[src/rtl/wrr_arbiter.sv]
// Weighted round-robin arbiter: one registered one-hot grant held for up to
// each requester's weight, rotating with zero-bubble handover.
module wrr_arbiter #(
  parameter int N  = 4,
  parameter int WW = 4,
  parameter int IW = 2
) (
  input  logic            clk,
  input  logic            rst,
  input  logic [N-1:0]    req,
  input  logic [N*WW-1:0] weight,
  output logic [N-1:0]    grant,
  output logic            grant_valid,
  output logic [IW-1:0]   grant_id,
  output logic            grant_last
);

  localparam logic [0:0] IDLE = 1'b0;
  localparam logic [0:0] BUSY = 1'b1;

  logic [0:0]    r_state;
  logic [IW-1:0] r_ptr;
  logic [WW-1:0] r_cnt;
  logic [N-1:0]  r_grant;
  logic [IW-1:0] r_grantId;
  logic          r_grantValid;

  logic          w_release;
  logic [IW-1:0] w_nextPtr;
  logic [IW-1:0] w_searchBase;
  logic          w_found;
  logic [IW-1:0] w_winner;
  logic [WW-1:0] w_winWeight;
  logic [WW-1:0] w_loadCnt;
  logic [N-1:0]  w_winOneHot;

  // On release the search already starts past the outgoing owner, so the
  // handover and the pointer advance happen on the same edge.
  assign w_release    = (r_state == BUSY) && (!req[r_grantId] || (r_cnt == WW'(1)));
  assign w_nextPtr    = (r_grantId == IW'(N-1)) ? '0 : r_grantId + 1'b1;
  assign w_searchBase = w_release ? w_nextPtr : r_ptr;

  always_comb begin
    w_found  = 1'b0;
    w_winner = '0;
    for (int k = 0; k < N; k++) begin
      if (!w_found && req[(int'(w_searchBase) + k) % N]) begin
        w_found  = 1'b1;
        w_winner = IW'((int'(w_searchBase) + k) % N);
      end
    end
  end

  // A zero weight still earns a single cycle of service.
  assign w_winWeight = weight[int'(w_winner)*WW +: WW];
  assign w_loadCnt   = (w_winWeight == '0) ? WW'(1) : w_winWeight;
  assign w_winOneHot = N'(1) << w_winner;

  always_ff @(posedge clk or negedge rst) begin
    if (!rst) begin
      r_state      <= IDLE;
      r_ptr        <= '0;
      r_cnt        <= '0;
      r_grant      <= '0;
      r_grantId    <= '0;
      r_grantValid <= 1'b0;
    end else begin
      case (r_state)
        IDLE: begin
          if (w_found) begin
            r_grant      <= w_winOneHot;
            r_grantId    <= w_winner;
            r_grantValid <= 1'b1;
            r_cnt        <= w_loadCnt;
            r_state      <= BUSY;
          end
        end
        BUSY: begin
          if (w_release) begin
            r_ptr <= w_nextPtr;
            if (w_found) begin
              r_grant      <= w_winOneHot;
              r_grantId    <= w_winner;
              r_grantValid <= 1'b1;
              r_cnt        <= w_loadCnt;
            end else begin
              r_grant      <= '0;
              r_grantId    <= '0;
              r_grantValid <= 1'b0;
              r_cnt        <= '0;
              r_state      <= IDLE;
            end
          end else begin
            r_cnt <= r_cnt - 1'b1;
          end
        end
        default: r_state <= IDLE;
      endcase
    end
  end

  assign grant       = r_grant;
  assign grant_valid = r_grantValid;
  assign grant_id    = r_grantId;
  assign grant_last  = (r_state == BUSY) && (r_cnt == WW'(1));

endmodule

[config.mk]
export PLATFORM = sky130hd
export DESIGN_NAME = wrr_arbiter
export DESIGN_NICKNAME = d
export VERILOG_FILES = /design/src/rtl/wrr_arbiter.sv
export SDC_FILE = /design/constraint.sdc
export NUM_CORES = 1
export LEC_CHECK = 0
export ABC_AREA = 1
export CORE_MARGIN = 2
export CORE_UTILIZATION = 39
export CTS_CLUSTER_SIZE = 14
export DETAILED_ROUTE_END_ITERATION = 8
export GPL_TIMING_DRIVEN = 0
export PLACE_DENSITY = 0.66
export SLEW_MARGIN = 20
export SYNTH_ARGS = -nofsm -noshare
export SYNTH_HDL_FRONTEND = slang
export SYNTH_SLANG_ARGS = --single-unit
[constraint.sdc]
create_clock -name clk -period 2.78 [get_ports clk]
set_input_delay 0.556 -clock clk [delete_from_list [all_inputs] [get_ports clk]]
set_output_delay 0.556 -clock clk [all_outputs]
set_load 0.05 [all_outputs]
# ---- After elaboration in Yosys (flattened, before gate mapping)
# Index checks and enable logic that the tools add are counted.
dict set report word_totals {
  out_inout_bits 8
  in_bits 22
  word_cells 83
  register_bits 14
}
dict set report classes {
  eq_ne 4
  muxes 42
  shifts 2
  n_bitwise 4
  order_cmp 5
  n_addsub 5
  n_reduce_logical 15
}
# operator count
set ops {}
lappend ops {{4-bit two-way mux} 7}
lappend ops {{2-bit two-way mux} 9}
lappend ops {{1-bit two-way mux} 16}
lappend ops {{4-bit case mux with 2 select lines} 2}
lappend ops {{16-bit by 5-bit indexed part select with 4-bit output} 1}
lappend ops {{3-bit by 4-bit less-than comparator with 1-bit output, second input constant} 3}
lappend ops {{1-bit binary-select mux with 2-bit select} 5}
lappend ops {{2-bit by 3-bit less-than comparator with 1-bit output, second input constant} 2}
lappend ops {{2-bit OR reduction} 3}
lappend ops {{1-bit logical AND} 5}
lappend ops {{2-bit by 1-bit adder with 2-bit output, second input constant} 2}
lappend ops {{2-bit adder, second input constant} 2}
lappend ops {{4-bit by 1-bit equality test with 1-bit output, second input constant} 1}
lappend ops {{1-bit logical NOT} 4}
lappend ops {{4-bit logical NOT} 1}
lappend ops {{1-bit case mux with 2 select lines} 2}
lappend ops {{2-bit case mux with 2 select lines} 1}
lappend ops {{1-bit by 2-bit << shifter with 4-bit output, first input constant} 1}
lappend ops {{4-bit by 1-bit subtractor with 4-bit output, second input constant} 1}
lappend ops {{1-bit AND, first input constant} 3}
lappend ops {{2-bit equality test, second input constant} 1}
lappend ops {{2-bit by 1-bit != test with 1-bit output, second input constant} 1}
lappend ops {{2-bit != test, second input constant} 1}
lappend ops {{2-bit AND reduction} 1}
lappend ops {{2 further kinds} 2}

# ---- Depth between registers and ports, before layout
dict set report logic_depth {
  depth_word 26
  mapped_depth 25
  ltp_nobuf 23
}

# ---- Worst setup path before layout
# Ideal clock, no wire load.
dict set report synth_timing {
  kind {register to register}
  startpoint {register r_grantId[0], in the netlist grant_id[0]}
  endpoint {register r_cnt[0]}
  arrival_ns 2.520
  required_ns 2.707
  path_stages_with_launch 25
  setup_time_ns 0.073
  synth_period_minus_slack_ns 2.593
  slack_ns 0.187
  n_path_buf 2
  path_cell_list {dfrtp_1 nand2_1 nand3_2 nand2_1 nand2_2 nand3_2 nand2_2 buf_6 nand2_1 nand2_1 nand2_1 nand2_2 nor2_1 nor2_1 nand2_2 nand2_2 buf_6 nand2_2 nand2_1 nand2_1 nand2_1 nand3_1 nand2_1 nand2_1 a21oi_2}
}
dict set report synth_via {
  elab_chain_len 24
  elab_cells_between_ends 45
  classes_between {add/sub (4); eq/ne (2); shift (1); mux (28); reduce/logical (10)}
}
# item line_no
set synth_rtl {}
lappend synth_rtl {{start, declared} 25} ;# logic [IW-1:0] r_grantId;
lappend synth_rtl {{start signal, assigned} 72} ;# r_grantId <= w_winner;
lappend synth_rtl {{start signal, assigned} 83} ;# r_grantId <= w_winner;
lappend synth_rtl {{1-bit binary-select mux with 2-bit select} 39} ;# assign w_release = (r_state == BUSY) && (!req[r_grantId] || (r_cnt == WW'(1)));
lappend synth_rtl {{1-bit two-way mux (not written as such)} 39}
lappend synth_rtl {{1-bit logical NOT} 39}
lappend synth_rtl {{1-bit logical OR} 39}
lappend synth_rtl {{1-bit logical AND} 39}
lappend synth_rtl {{2-bit two-way mux} n/a}
lappend synth_rtl {{2-bit by 1-bit adder with 2-bit output / 1-bit binary-select mux with 2-bit select (equally long branches)} {47, 49}}
lappend synth_rtl {{1-bit binary-select mux with 2-bit select / 1-bit two-way mux (equally long branches)} 47} ;# if (!w_found && req[(int'(w_searchBase) + k) % N]) begin
lappend synth_rtl {{[8 not listed]} n/a}
lappend synth_rtl {{1-bit logical AND} 47}
lappend synth_rtl {{2-bit two-way mux} 47}
lappend synth_rtl {{16-bit by 5-bit indexed part select with 4-bit output} 55} ;# assign w_winWeight = weight[int'(w_winner)*WW +: WW];
lappend synth_rtl {{4-bit logical NOT} 56} ;# assign w_loadCnt = (w_winWeight == '0) ? WW'(1) : w_winWeight;
lappend synth_rtl {{4-bit two-way mux} 56}
lappend synth_rtl {{4-bit two-way mux} 81} ;# if (w_found) begin
lappend synth_rtl {{4-bit two-way mux} 79} ;# if (w_release) begin
lappend synth_rtl {{4-bit case mux with 2 select lines} 68} ;# case (r_state)
lappend synth_rtl {{end signal, assigned} 74} ;# r_cnt <= w_loadCnt;
lappend synth_rtl {{end signal, assigned} 85} ;# r_cnt <= w_loadCnt;
lappend synth_rtl {{end signal, assigned} 94} ;# r_cnt <= r_cnt - 1'b1;
lappend synth_rtl {{end, declared} 23} ;# logic [WW-1:0] r_cnt;
# Parallel ways exist; a longest one is shown, timed or not. The select of a mux whose other input is x is not followed.
# A chain may end at the register's enable or synchronous reset.

# ---- Worst setup path in the final report
dict set report layout_timing {
  startpoint {input req[2]}
  endpoint {register r_cnt[0]}
}
dict set report layout_via {
  elab_chain_len 24
  elab_cells_between_ends 42
  classes_between {add/sub (3); eq/ne (1); shift (1); mux (27); reduce/logical (10)}
}
# item line_no
set layout_rtl {}
lappend layout_rtl {{start, declared} 10} ;# input logic [N-1:0] req,
lappend layout_rtl {{1-bit binary-select mux with 2-bit select} 39}
lappend layout_rtl {{1-bit two-way mux (not written as such)} 39}
lappend layout_rtl {{1-bit logical NOT} 39}
lappend layout_rtl {{1-bit logical OR} 39}
lappend layout_rtl {{1-bit logical AND} 39}
lappend layout_rtl {{2-bit two-way mux} n/a}
lappend layout_rtl {{2-bit by 1-bit adder with 2-bit output / 1-bit binary-select mux with 2-bit select (equally long branches)} {47, 49}}
lappend layout_rtl {{1-bit binary-select mux with 2-bit select / 1-bit two-way mux (equally long branches)} 47}
lappend layout_rtl {{[8 not listed]} n/a}
lappend layout_rtl {{1-bit logical AND} 47}
lappend layout_rtl {{2-bit two-way mux} 47}
lappend layout_rtl {{16-bit by 5-bit indexed part select with 4-bit output} 55}
lappend layout_rtl {{4-bit logical NOT} 56}
lappend layout_rtl {{4-bit two-way mux} 56}
lappend layout_rtl {{4-bit two-way mux} 81}
lappend layout_rtl {{4-bit two-way mux} 79}
lappend layout_rtl {{4-bit case mux with 2 select lines} 68}
# Parallel ways exist; a longest one is shown, timed or not. The select of a mux whose other input is x is not followed.

==> flow_metrics.py <==
metrics = {
    "layout": {
        "layout_commonest_cell": "nand2_1",
        "area_growth_pct": 53.4,
        "drive_gt1_share_pct": 33.5,
        "n_antenna_cell": 0,
        "layout_common_cells": "nand2_1, nand2_2, clkdlybuf4s50_1, inv_1, buf_4",
        "nNetsFinal": 283,
    },
    "critical_path": {
        "required_ns": 2.98,
        "cp_max_fo": 6,
        "start_kind": "input pin",
        "crit_buf_inv": 3,
        "crit_chain": "clkdlybuf4s15_1 > inv_2 > nand2_2 > nand3_2 > nand3_2 > nand3b_1 > nand2_2 > nand2_2 > nand2_2 > nand2_1 > nand2_2 > nor2_1 > nor2_1 > nand2_2 > nand2_2 > buf_6 > nand2_2 > nand2_1 > nand2_1 > nand2_1 > nand3_1 > nand2_1 > nand2_2 > a21oi_2",
        "critical_path.max_stage_delay_ns": 0.21,
        "cp_top_family": "simple AND/OR/NAND/NOR gates",
        "cp-end-kind": "flip-flop",
        "cp_common_cell": "nand2_2",
        "cp_data_arrival_time_ns": 2.82,
        "critPathKind": "in -> reg",
        "slowest_stage": "clkdlybuf4s15_1",
        "ff2ff_setup_slack_ns": 0.17,
    },
    "job": {
        "maxCapViolations": 0,
    },
    "yosys": {
        "synthesis.nets": 230,
        "synth_area_leaders": "dfrtp_1, nand2_1, nand3_1, inv_1, nor2_1",
        "syn_inst": 205,
        "ys_warn_count": 0,
        "yosysTopAreaCellShare_pct": 27.8,
        "synth.avg_cell_area_sq_um": 6.15,
        "synth_cell_types": 21,
        "netlist_area_sq_um": 1260,
        "synth_top_cell_by_area": "dfrtp_1",
        "ys_ff_latch": 14,
        "ys_seq_area_share_pct": 27.8,
    },
    "sta": {
        "slew_viol_final": 0,
        "finalSetupViolations": 0,
        "fin_ws_ns": 0.166,
        "fmax_ghz": 0.383,
        "clock-skew-final_ns": 0.000465,
        "worstMarginPinSlew_ns": 0.590,
        "fin_crit_sh_pct": 94.0,
        "rsz0062_at_grt": "yes",
        "min_period_ns": 2.61,
        "slew_headroom_pct": 60.5,
        "hold_violations": 0,
    },
    "routing": {
        "firstDrtPassIters": 4,
        "post_drt_wl_per_cell_microns": 11.5,
        "routed_via_density": 4.77,
        "m1WireLength_microns": 1620,
        "ant_nets": 0,
        "finalWirelength_microns": 3460,
        "wl_met2_microns": 1670,
        "route.detailed.drc": 0,
        "route.met3.wl_microns": 111,
        "top_layer": "met4",
        "drtIter0Drc": 67,
        "via_count": 1437,
    },
    "clocking": {
        "cts_sinks": 14,
        "tritoncts": "done",
        "numCtsBuffers": 3,
        "clockBufferDepth": 2,
        "clock_latency_ns": 0.27,
        "cts.clk_slew.worst_paths_ns": 0.08,
        "cts_root_buf": "clkbuf_4",
        "ctsHtreeMaxLevel": 1,
    },
    "die": {
        "rows": 20,
        "die_w_microns": 60.8,
        "die_h_microns": 60.8,
        "pin_count": 30,
        "die_area_sq_um": 3700,
        "initial_core_util_pct": 41.3,
        "placeableCoreArea_sq_um": 3050,
    },
    "placement": {
        "portBuffers": 29,
        "hpwl_microns": 2310,
        "preCtsSetupSlack_ns": -0.517,
        "routabilityCongestion": 0.864,
    },
    "status": {
        "status": "complete, no violations",
    },
    "grt": {
        "antenna_found_initial": 0,
        "grt-ovfl-total": 0,
        "first_global_vias": 1249,
        "grt_usage_pct": 18.4,
        "grt_pass1_wl_microns": 5210,
        "grt_max_degree": 15,
    },
    "worst_hold_path": {
        "min_path_type": "reg -> reg",
    },
}
[cells in the mapped netlist]
master    number
nand2_1       75
inv_1         24
nand3_1       24
nor2_1        18
dfrtp_1       14
nand2_2        9
o21ai_0        8
inv_2          5
nand4_1        5
nand3_2        4
nand3b_1       4
ha_1           3
buf_6          2
o221ai_1       2
xor2_1         2
a21oi_1        1
a21oi_2        1
a31oi_1        1
buf_4          1
nor3_1         1
or2_2          1
[metrics by stage]
stage               utilization, %  area, sq um  setup TNS [ns]  hold slack [ns]  cells
finish                        63.3         1930               0            0.498    301
floorplan                        -         1260               0            0.260    205
global placement              52.6         1610           -2.81            0.467    278
CTS                           56.4         1720               0            0.498    289
detailed placement            52.6         1610           -2.92            0.478    278
global route                  63.3         1930          -0.181            0.520    301
[registers in the layout, summed over array words and instances, names as in the netlist]
| signal | count |
|---|---|
| grant_id | 2 |
| grant_valid | 1 |
| grant | 4 |
| r_cnt | 4 |
| r_ptr | 2 |
| r_state | 1 |
[final timing paths]
| kind | from | end | cells past startpoint |
|---|---|---|---|
| max | req[2] | r_cnt[0]$_DFFE_PN0P_ | 24 |
| min | grant_valid$_DFFE_PN0P_ | grant_valid$_DFFE_PN0P_ | 2 |
| min reg2reg | grant_valid$_DFFE_PN0P_ | grant_valid$_DFFE_PN0P_ | 2 |
| max in group asynchronous | rst | r_cnt[0]$_DFFE_PN0P_ | 1 |
| max reg2reg | r_cnt[1]$_DFFE_PN0P_ | r_cnt[0]$_DFFE_PN0P_ | 22 |
| min in group asynchronous | rst | r_ptr[1]$_DFFE_PN0P_ | 1 |
[worst min-delay path: cells and delay by family (launching register included)]
family        cells  cell delay [ns]
flops             1             0.36
simple gates      2             0.11
[layout make-up]
class,instances,area [sq um]
Timing Repair Buffer,47,414
Inverter,29,109
Sequential cell,14,353
Fill cell,290,1120
Multi-Input combinational cell,160,936
Tap cell,44,55.1
Buffer,3,30.0
Clock buffer,4,36.3
[repair_timing]
action / in CTS / in global routing
hold buffers: 0 / 0
pin swaps: 10 / 29
setup buffers: 5 / 11
hold endpoints to repair: 0 / 0
gates resized for setup: 15 / 45
endpoints found under the setup margin: 4 / 4
gates cloned: 2 / 1
[kinds of logic after synthesis]
family / count (synthesis) / synth area share (%)
compound gates: 13 / 6.16
xor+xnor: 2 / 1.39
fa+ha+maj: 3 / 2.98
buf+inv: 32 / 11.0
flops: 14 / 27.8
simple gates: 141 / 50.6
[layer usage]
layer	track usage, %	vias to the layer above
met2	28.7	34
met5	0	-
li1	-	753
met1	26.5	646
met4	8.07	0
met3	0.640	4
Power is left out: the tool's default activity adds up to more than one toggle a clock period on the data nets, which glitch-free logic cannot reach.
